==> config.mk <==
export PLATFORM = sky130hd
export DESIGN_NAME = fperm_res_capture
export DESIGN_NICKNAME = d
export VERILOG_FILES = /design/src/rtl/fperm_res_capture.sv
export SDC_FILE = /design/constraint.sdc
export NUM_CORES = 1
export LEC_CHECK = 0
export CAP_MARGIN = 20
export CORE_UTILIZATION = 40
export DETAILED_ROUTE_END_ITERATION = 16
export PLACE_DENSITY = 0.58
export SKIP_CTS_REPAIR_TIMING = 1
export SYNTH_ARGS = -nofsm -noshare
export SYNTH_HDL_FRONTEND = slang
export SYNTH_SLANG_ARGS = --single-unit
==> constraint.sdc <==
create_clock -name clk -period 3.4 [get_ports clk]
set_clock_uncertainty 0.2 [all_clocks]
set_input_delay 0.51 -clock clk [delete_from_list [all_inputs] [get_ports clk]]
set_output_delay 0.51 -clock clk [all_outputs]
set_load 0.1 [all_outputs]
==> src/rtl/fperm_res_capture.sv <==
// Capture side of the FP permute/seed result bus: fixed-latency token pipeline,
// result FIFO and issue credits so a sample never finds the buffer full.
module fperm_res_capture #(
    parameter int LAT   = 1,
    parameter int DEPTH = 4,
    parameter int TAGW  = 4
) (
    input  logic                       clk,
    input  logic                       rst,
    input  logic                       issue_en,
    input  logic [TAGW-1:0]            issue_tag,
    output logic                       issue_ok,
    input  logic [67:0]                bus,
    output logic                       out_valid,
    input  logic                       out_ready,
    output logic [67:0]                out_data,
    output logic [TAGW-1:0]            out_tag,
    output logic [$clog2(DEPTH+1)-1:0] count,
    output logic                       overflow
);
    localparam int CW = $clog2(DEPTH+1);
    localparam int AW = $clog2(DEPTH);
    localparam int SW = CW + 3;

    logic [LAT-1:0]                 tok_vld;
    logic [LAT-1:0][TAGW-1:0]       tok_tag;
    logic [DEPTH-1:0][67:0]         mem_d;
    logic [DEPTH-1:0][TAGW-1:0]     mem_t;
    logic [AW-1:0]                  wr_ptr, rd_ptr;
    logic [SW-1:0]                  inflight;
    logic                           take, push, pop;

    always_comb begin
        inflight = '0;
        for (int i = 0; i < LAT; i++) inflight = inflight + SW'(tok_vld[i]);
    end

    // Credit looks only at registered state, so out_ready never reaches issue_ok.
    assign issue_ok  = (SW'(count) + inflight) < SW'(DEPTH);
    assign take      = issue_en & issue_ok;
    assign push      = tok_vld[LAT-1];
    assign out_valid = (count != '0);
    assign pop       = out_valid & out_ready;
    assign out_data  = mem_d[rd_ptr];
    assign out_tag   = mem_t[rd_ptr];

    always_ff @(posedge clk or posedge rst) begin
        if (rst) begin
            tok_vld  <= '0;
            wr_ptr   <= '0;
            rd_ptr   <= '0;
            count    <= '0;
            overflow <= 1'b0;
        end else begin
            tok_vld[0] <= take;
            for (int i = 1; i < LAT; i++) tok_vld[i] <= tok_vld[i-1];
            if (push) wr_ptr <= wr_ptr + AW'(1);
            if (pop)  rd_ptr <= rd_ptr + AW'(1);
            case ({push, pop})
                2'b10:   count <= count + CW'(1);
                2'b01:   count <= count - CW'(1);
                default: count <= count;
            endcase
            if (issue_en && !issue_ok) overflow <= 1'b1;
        end
    end

    // Payload storage needs no reset; validity is carried by tok_vld and count.
    always_ff @(posedge clk) begin
        tok_tag[0] <= issue_tag;
        for (int i = 1; i < LAT; i++) tok_tag[i] <= tok_tag[i-1];
        if (push) begin
            mem_d[wr_ptr] <= bus;
            mem_t[wr_ptr] <= tok_tag[LAT-1];
        end
    end
endmodule

# Yosys cells after proc, flatten, opt, wreduce, memory -nomap -nowiden
# Index checks and enable logic that the tools add are counted.
# op_classes
n_addsub,5
n_lt_le_gt_ge,4
n_eq_ne,2
mux,11
n_bitwise,2
reduce_logical,5
# op_table
operator,count
272-bit bitwise mux,1
68-bit binary-select mux with 2-bit select,1
68-bit demux with 2-bit select,1
68-bit two-way mux,2
16-bit bitwise mux,1
4-bit binary-select mux with 2-bit select,1
4-bit demux with 2-bit select,1
4-bit two-way mux,2
2-bit by 3-bit < comparator with 1-bit output (second input constant),2
3-bit one-hot mux with 2 select lines,1
2-bit by 1-bit adder with 2-bit output (second input constant),2
3-bit by 1-bit adder with 4-bit output,1
4-bit by 3-bit < comparator with 1-bit output (second input constant),1
3-bit by 1-bit adder with 3-bit output (second input constant),1
3-bit nonzero test,1
3-bit by 1-bit subtractor with 3-bit output (second input constant),1
1-bit bitwise AND,2
2-bit by 1-bit == test with 1-bit output (second input constant),1
2-bit == test (second input constant),1
2-bit by 1-bit >= comparator with 1-bit output (second input constant),1
1-bit logical AND,2
2-bit nonzero test,1
1-bit logical NOT,1
# totals
register_bits,301
in_bits,76
out_inout_bits,78
elab_cells,43

# Depth between registers and ports, before layout
# logic_depth
depth_word,5
mapped_depth,8
mapped_depth_nobuf,7

# Worst setup path before layout
# No wires, ideal clock.
# synth_path
path_kind,register -> output
start,register count[0]
end,output port issue_ok
t_arrival_ps,2674
required_ps,2690
slack_ps,16
path_stages_with_launch,2
n_path_buf,0
cell_sequence,dfrtp_1 > a31oi_1
# synth_between
elab_chain_cells,2
# synth_lines
element,line,rtl
from (decl),18,"output logic [$clog2(DEPTH+1)-1:0] count,"
from (signal assigned),60,2'b10: count <= count + CW'(1);
from (signal assigned),61,2'b01: count <= count - CW'(1);
from (signal assigned),62,default: count <= count;
3-bit by 1-bit adder with 4-bit output,39,assign issue_ok = (SW'(count) + inflight) < SW'(DEPTH);
4-bit by 3-bit < comparator with 1-bit output,39,
to (decl),12,"output logic issue_ok,"
# Every way passes these cells.

# Final worst setup path
# layout_path
start,register rd_ptr[1]
end,output port out_data[61]
# layout_between
elab_chain_cells,2
# layout_lines
element,line,rtl
from (decl),29,"logic [AW-1:0] wr_ptr, rd_ptr;"
from (signal assigned),58,if (pop) rd_ptr <= rd_ptr + AW'(1);
68-bit binary-select mux with 2-bit select,44,assign out_data = mem_d[rd_ptr];
68-bit two-way mux (implied by the code),44,
to (decl),16,"output logic [67:0] out_data,"
# Every way passes these cells. The select of a mux whose other input is x is not followed.

==> results.json <==
{
  "status": "finished, final reports clean",
  "hpwl_um": 11700,
  "worstSetupPathType": "reg2out",
  "finalSetupViolCount": 0,
  "fin_setup_tns_ps": 0,
  "cts_max_level": 1,
  "rsz0062_at_grt": "false",
  "r2r-end": "mem_d[23]",
  "yosysTopAreaCell": "edfxtp_1",
  "clkLatencyLatePin_ps": 530,
  "die_y_um": 168,
  "synth_compound_area_share_pct": 0.251,
  "drt-total-wl_um": 19700,
  "reg2reg_slack_ps": 1240,
  "wl_per_cell_um": 20.4,
  "ys_types": 22,
  "initial_core_util_pct": 40.8,
  "syn_nets": 506,
  "path_clk_slew_ps": 60,
  "crit_path_end_kind": "output port",
  "drtIter0Drc": 175,
  "hold_viol_final": 0,
  "yosys-top-cells-count": "288 x edfxtp_1, 72 x mux4_2, 9 x dfrtp_1",
  "synth_edf_count": 288,
  "synthAdderAreaFrac_pct": 0.754,
  "ys_warn_count": 0,
  "die-area_sq_um": 28100,
  "synthCells": 424,
  "cts_sinks": 301,
  "syn2layout_area_growth_pct": 29.6,
  "vias": 4835,
  "synth_top_family_by_area": "multiplexers",
  "highest_layer": "met4",
  "period_minus_slack_ps": 2930,
  "met2WireLength_um": 10400,
  "cts_buffers": 30,
  "clk_path_buf_depth": 3,
  "netlist_area_sq_um": 11000,
  "die_w_um": 168,
  "yosysSeqAreaShare_pct": 81.7,
  "synth.most_common_cell": "edfxtp_1",
  "core_sq_um": 26900,
  "post-place-ws_ps": 782,
  "arrival_ps": 2220,
  "maxCapViolCount": 0,
  "synth_area_per_cell_sq_um": 25.8,
  "cts-root-buf": "clkbuf_16",
  "fillers": 2100,
  "synth_seq_cells": 301,
  "yosys.area_share.simple_pct": 0.445,
  "gr-total-overflow": 0,
  "async_reset_ff_share_pct": 2.99,
  "synth_top_area_share_pct": 78.9,
  "ant_nets": 0,
  "fmax_mhz": 341,
  "grt_pass1_wl_um": 30900,
  "fin_ws_ps": 468,
  "slew-limit-headroom_pct": 61.6,
  "synthXorXnorAreaFrac_pct": 0.480,
  "port_buffers": 153,
  "grt_usage_pct": 14.5,
  "dpl.cell_count": 911,
  "diodes": 0,
  "rows": 60,
  "tritoncts": "done",
  "final_nets": 684,
  "io_pins": 154,
  "startpoint_type": "flip-flop",
  "drive_above_1_share_pct": 32.7,
  "grt_pass1_vias": 5399,
  "grt_max_degree": 41,
  "synthTopCellsByArea": "edfxtp_1 79%, mux4_2 15%, dfrtp_1 2.1%",
  "place_congestion": 0.703,
  "period_share_pct": 86.2,
  "viasPerCell": 5.00,
  "remaining_drc_errors": 0,
  "wl_met1_um": 8050,
  "muxShareOfSynthArea_pct": 14.9,
  "cp.required_ps": 2690,
  "maxSlewViolCount": 0,
  "wl_met3_um": 917,
  "stdcell_count": 967,
  "worstMarginPinSlew_ps": 576,
  "synth_ff_type": "edfxtp_1",
  "r2r-start": "wr_ptr[0]",
  "dr.pass1.iters": 4,
  "antenna_found_initial": 0,
  "crit_fanout": 29,
  "hp-class": "in2async",
  "r2r_cells": 4
}
-- layout by cell type (no fill, tap or decap) --
cell type,n
edfxtp_1,288
clkdlybuf4s50_1,75
mux4_2,72
buf_12,44
buf_4,44
clkbuf_16,31
clkbuf_1,12
inv_1,8
dfrtp_1,7
ha_1,5
clkinv_1,5
xor2_1,4
and2_4,4
dfxtp_1,4
bufinv_16,3
clkinv_2,3
xnor2_1,2
nand2_1,2
dfrtp_4,2
nor2_1,1
mux2i_1,1
o31a_1,1
a31oi_1,1
and2_1,1
or3_1,1
o21ai_0,1
o21bai_1,1
fa_1,1
clkinv_4,1
clkbuf_8,1
-- registers in the layout (all words and copies together), names as in the netlist --
signal and flops:
overflow 1, tok_tag 4, push 1, wr_ptr 2
mem_t 16, mem_d 272, count 3, rd_ptr 2
-- worst max-delay path by stage --
| stage | startpoint | slack, ps | to |
|---|---|---|---|
| floorplan | count[0] | 20 | issue_ok |
| global placement | out_ready | 920 | count[2] |
| detailed placement | out_ready | 780 | count[2] |
| CTS | rd_ptr[1] | 400 | out_data[63] |
| global route | rd_ptr[1] | 350 | out_data[61] |
| finish | rd_ptr[1] | 470 | out_data[61] |
-- stage by stage --
step	cell area, sq um	hold slack [ps]	util [%]
6_report	14200	42.6	52.8
5_1_grt	14200	81.7	52.8
4_1_cts	14200	31.8	52.8
3_5_place_dp	13200	267	49.2
3_3_place_gp	13200	253	49.2
2_1_floorplan	11000	138	-
-- metal layers --
| layer | GRT usage, % | vias up |
|---|---|---|
| met3 | 3.14 | 26 |
| li1 | - | 2160 |
| met4 | 3.63 | 0 |
| met5 | 0 | - |
| met2 | 25.9 | 108 |
| met1 | 18.0 | 2541 |
-- worst max-delay path, stage by stage, from the launching register on --
cell	delay (ps)
dfrtp_4	740
buf_4	330
mux4_2	360
buf_4	260
-- cells by family (layout without fill, tap and decap cells) --
group                    count (synthesis)  count (layout)
AO/OA/AOI/OAI                            4               4
XOR/XNOR                                 6               6
adder cells (fa/ha/maj)                  6               6
buffers and inverters                   25             227
flip-flops                             301             301
multiplexers                            73              73
AND/OR/NAND/NOR                          9               9
-- area by class of cell --
cell class              count  area (sq um)  area share, %
clock buffers              44           835           5.88
clock inverters            12           133          0.934
inverters                   8          30.0          0.211
multi-input cells          98          1850           13.0
flip-flops and latches    301          8960           63.1
well taps                 341           427           3.00
repair buffers            163          1960           13.8
Power is left out: the tool's default activity adds up to more than one toggle a clock period on the data nets, which glitch-free logic cannot reach.
==> patch 1: new RTL, same settings <==
`DEPTH`: 4 -> 8.
--- a/src/rtl/fperm_res_capture.sv
+++ b/src/rtl/fperm_res_capture.sv
@@ -2,7 +2,7 @@
 // result FIFO and issue credits so a sample never finds the buffer full.
 module fperm_res_capture #(
     parameter int LAT   = 1,
-    parameter int DEPTH = 4,
+    parameter int DEPTH = 8,
     parameter int TAGW  = 4
 ) (
     input  logic                       clk,
Interface: changed (resized count); port bits go from 154 to 155. No check against the original RTL was run, so the function may have changed too.
==> patch 1 against the original RTL <==
Worst setup slack got worse by 340 ps; sequential cell count increased by 291; routed wire length increased by 130%; largest cell class unchanged; cell area is 98% higher; worst hold slack gained 19 ps; global-route usage grew 1.5 points; critical path type unchanged; synthesized area rose by 110%.
Power is left out: the tool's default activity adds up to more than one toggle a clock period on the data nets, which glitch-free logic cannot reach.
==> patch 1: results (changes against the original RTL) <==
syn nets - 986 (+95%)
Worst Setup SP - rd_ptr[1]$_DFFE_PP0N_
Post-synth top cells - 576 x edfxtp_1, 144 x mux4_2, 40 x mux2_4
net count of the finished layout - 1217 (+78%)
vias in the first global route - 10592 (+96%)
CP Max Fanout - 24 (-17%)
Clock Latency Late Sink - 600 ps (+70 ps)
reg2reg start - count[0]$_DFFE_PP0P_
via count - 9858 (+100%)
Synth area leaders - edfxtp_1 77%, mux4_2 14%, mux2_4 2.7%
placer congestion estimate - 0.6838 (-2.8%)
Worst slew margin - 48.61% (-13 points)
Yosys cell types - 36 (+64%)
IO buf count - 154 (+0.65%)
first-pass GRT wire length - 67060 um (+120%)
fillcell total - 4405 (+110%)
xor/xnor share of the synthesized area - 0.2725% (-0.21 points)
number of H-tree levels - 2 (+1)
Arrival @ worst endpoint - 2570 ps (+350 ps)
DP HPWL - 24320 um (+110%)
antenna violations before repair - 4 (+4)
Synth Area in Compound Gates - 0.2780% (+0.027 points)
DRT iter0 DRCs - 623 (+260%)
Post-synth EDFFs - 576 (+100%)
Placement Setup Slack - 579.8 ps (-202.1 ps)
register area share after synthesis - 78.56% (-3.2 points)
largest net degree at the start of global routing - 48 (+17%)
share of cells above drive strength 1 - 38.53% (+5.8 points)
Adder-Cell Fraction of Synth Area - 0.2780% (-0.48 points)
WL final - 44570 um (+130%)
top flop regs - mem_d: 544 flops, mem_t: 32 flops
crit-path max cell delay - 700 ps (-40 ps)
post-synthesis mux area share - 18.88% (+4.0 points)
status - finished, final reports clean
TritonCTS buffer count - 60 (+100%)
==> patch 1: logic make-up after synthesis <==
logic type                 count (synthesis)
xor gates and xnor gates                   7
adders and majority gates                  5
buffers and inverters                     49
DFF                                      592
muxes                                    220
AOI/OAI and AO/OA                          8
and+or+nand+nor                           24
==> patch 1: final cells by class <==
cell class	count	area (um2)	share of cell area, %
timing repair buffer	212	2888	10.26
clock inverter	41	389.1	1.382
clock buffer	71	1594	5.661
multi-input combinational	264	4638	16.47
tap	748	935.9	3.324
inverter	6	22.52	0.07999
sequential	592	17690	62.82
==> patch 1: path summary, 6_finish.rpt <==
path                                         endpoint  slack (ps)  depth (start not counted)
worst max-delay path                     out_data[19]         120                          4
max in group asynchronous       rd_ptr[2]$_DFFE_PP0N_        2530                          2
worst max register to register   count[3]$_DFFE_PP0P_         650                          7
worst min-delay path            wr_ptr[2]$_DFFE_PP0P_          60                          2
worst min register to register   overflow$_DFFE_PP0P_         290                          1
min in group clk                   tok_tag[0]$_DFF_P_         160                          1
==> patch 1: through the flow <==
step	area [um2]	instances
after floorplan	22520	905
after global placement	26010	1802
after detailed placement	26010	1802
after CTS	28000	1914
after global routing	28160	1934
final	28160	1934
==> patch 1: routing by layer <==
layer	share of wire, %	vias up	wire [um]	GRT usage, %
met5	0.090	-	40	0
met4	1.5	6	658	3.497
met3	4.4	61	1941	3.273
met2	48	196	21590	25.51
met1	46	5262	20340	22.85
li1	-	4333	-	-
==> patch 2: new RTL, same flow settings <==
Made on the original files. Reset style: synchronous (`rst`), changed in one clocked block.
--- a/src/rtl/fperm_res_capture.sv
+++ b/src/rtl/fperm_res_capture.sv
@@ -44,7 +44,7 @@
     assign out_data  = mem_d[rd_ptr];
     assign out_tag   = mem_t[rd_ptr];
 
-    always_ff @(posedge clk or posedge rst) begin
+    always_ff @(posedge clk) begin
         if (rst) begin
             tok_vld  <= '0;
             wr_ptr   <= '0;
Behaviour: differs if rst is asserted again (counterexample within 4 cycles, from zero or initial values and one cycle with rst high); with rst held inactive, the same outputs for 4 cycles.
==> patch 2 against the original RTL <==
Cell area is 3.3% lower; worst setup slack got worse by 150 ps; worst hold slack better by 190 ps; routed wire length increased by 1.7%; critical path type unchanged; fmax down 5.0%; non-clock buffer count fell by 2; via count is 1.2% higher; cell count is 0.41% higher; sequential cell count did not move; synthesized area barely moved; register-to-register slack got worse by 120 ps; critical path depth unchanged; largest cell class unchanged; count of clock-buffer cells in the layout shrank 1.
==> patch 2: results (changes against the original RTL) <==
Synth area leaders - edfxtp_1 79%, mux4_2 15%, dfxtp_1 2.4%
post-synth top area share - 78.99% (about the same)
largest net degree at the start of global routing - 50 (+22%)
syn nets - 514 (+1.6%)
Worst Setup SP - rd_ptr[0]$_SDFFE_PP0P_
r2r setup slk - 1120 ps (-120 ps)
reg2reg start - count[0]$_SDFFE_PP0P_
Arrival @ worst endpoint - 2380 ps (+160 ps)
first-pass GRT wire length - 30970 um (about the same)
via count - 4895 (+1.2%)
DRT iter0 DRCs - 318 (+82%)
DP HPWL - 11880 um (+1.4%)
average wire per standard cell - 20.65 um (+1.3%)
fillcell total - 2120 (+0.95%)
net count of the finished layout - 690 (+0.88%)
met2 WL - 10170 um (-2.6%)
Post-synth top cells - 288 x edfxtp_1, 72 x mux4_2, 13 x dfxtp_1
share of cells above drive strength 1 - 32.70% (-0.049 points)
WL final - 20050 um (+1.7%)
worst hold margin - 228.9 ps (+186.4 ps)
Tot GR Track Use - 14.50% (-0.033 points)
fraction of registers with async set/reset - 0% (-3.0 points)
Mapped Cells - 432 (+1.9%)
status - finished, final reports clean
placer congestion estimate - 0.7244 (+3.0%)
-- patch 2: worst paths after layout --
kind	cells past startpoint	endpoint
setup / recovery	3	out_data[27]
hold reg to reg	2	overflow$_SDFFE_PP0P_
setup reg to reg	7	count[2]$_SDFFE_PP0P_
hold / removal	1	tok_tag[0]$_DFF_P_
-- patch 2: critical path, stage by stage, from the launching register on --
cell	delay, ps
dfxtp_4	610
buf_4	390
mux4_2	570
buf_4	250
-- patch 2: layout make-up --
cell class / instances / share of cell area, %
Sequential cell: 301 / 64.96
Multi-Input combinational cell: 106 / 13.77
Timing Repair Buffer: 161 / 11.12
Clock buffer: 43 / 6.199
Tap cell: 341 / 3.109
Clock inverter: 12 / 0.6473
Inverter: 7 / 0.1914
-- patch 2: power breakdown --
group	internal (mW)	total, mW	switching [mW]	leakage [nW]
clock	1.81	3.11	1.30	0.466
sequential	4.24	4.38	0.137	2.72
combinational	1.17	4.33	3.16	1.23
-- patch 2: kinds of logic (layout without fill, tap and decap cells) --
group | count (synthesis) | in the layout | synth area share (%)
AO/OA/AOI/OAI | 7 | 7 | 0.4228
XOR/XNOR | 5 | 5 | 0.4001
adder cells (fa/ha/maj) | 6 | 6 | 0.7543
buffers and inverters | 25 | 223 | 1.463
flip-flops | 301 | 301 | 81.37
multiplexers | 73 | 73 | 14.90
AND/OR/NAND/NOR | 15 | 15 | 0.6857
-- patch 2: per-stage QoR --
stage | cell area [um2] | worst slack, ps
after CTS | 13720 | 240.4
after detailed placement | 12780 | 645.7
final | 13720 | 314.8
after global placement | 12780 | 777.1
after floorplan | 10950 | 509.5
after global routing | 13720 | 154.5
-- patch 2: per-layer routing --
| metal | GRT usage [%] | up-vias |
|---|---|---|
| li1 | - | 2195 |
| met1 | 18.81 | 2540 |
| met2 | 24.86 | 135 |
| met3 | 3.285 | 25 |
| met4 | 3.510 | 0 |
| met5 | 0 | - |
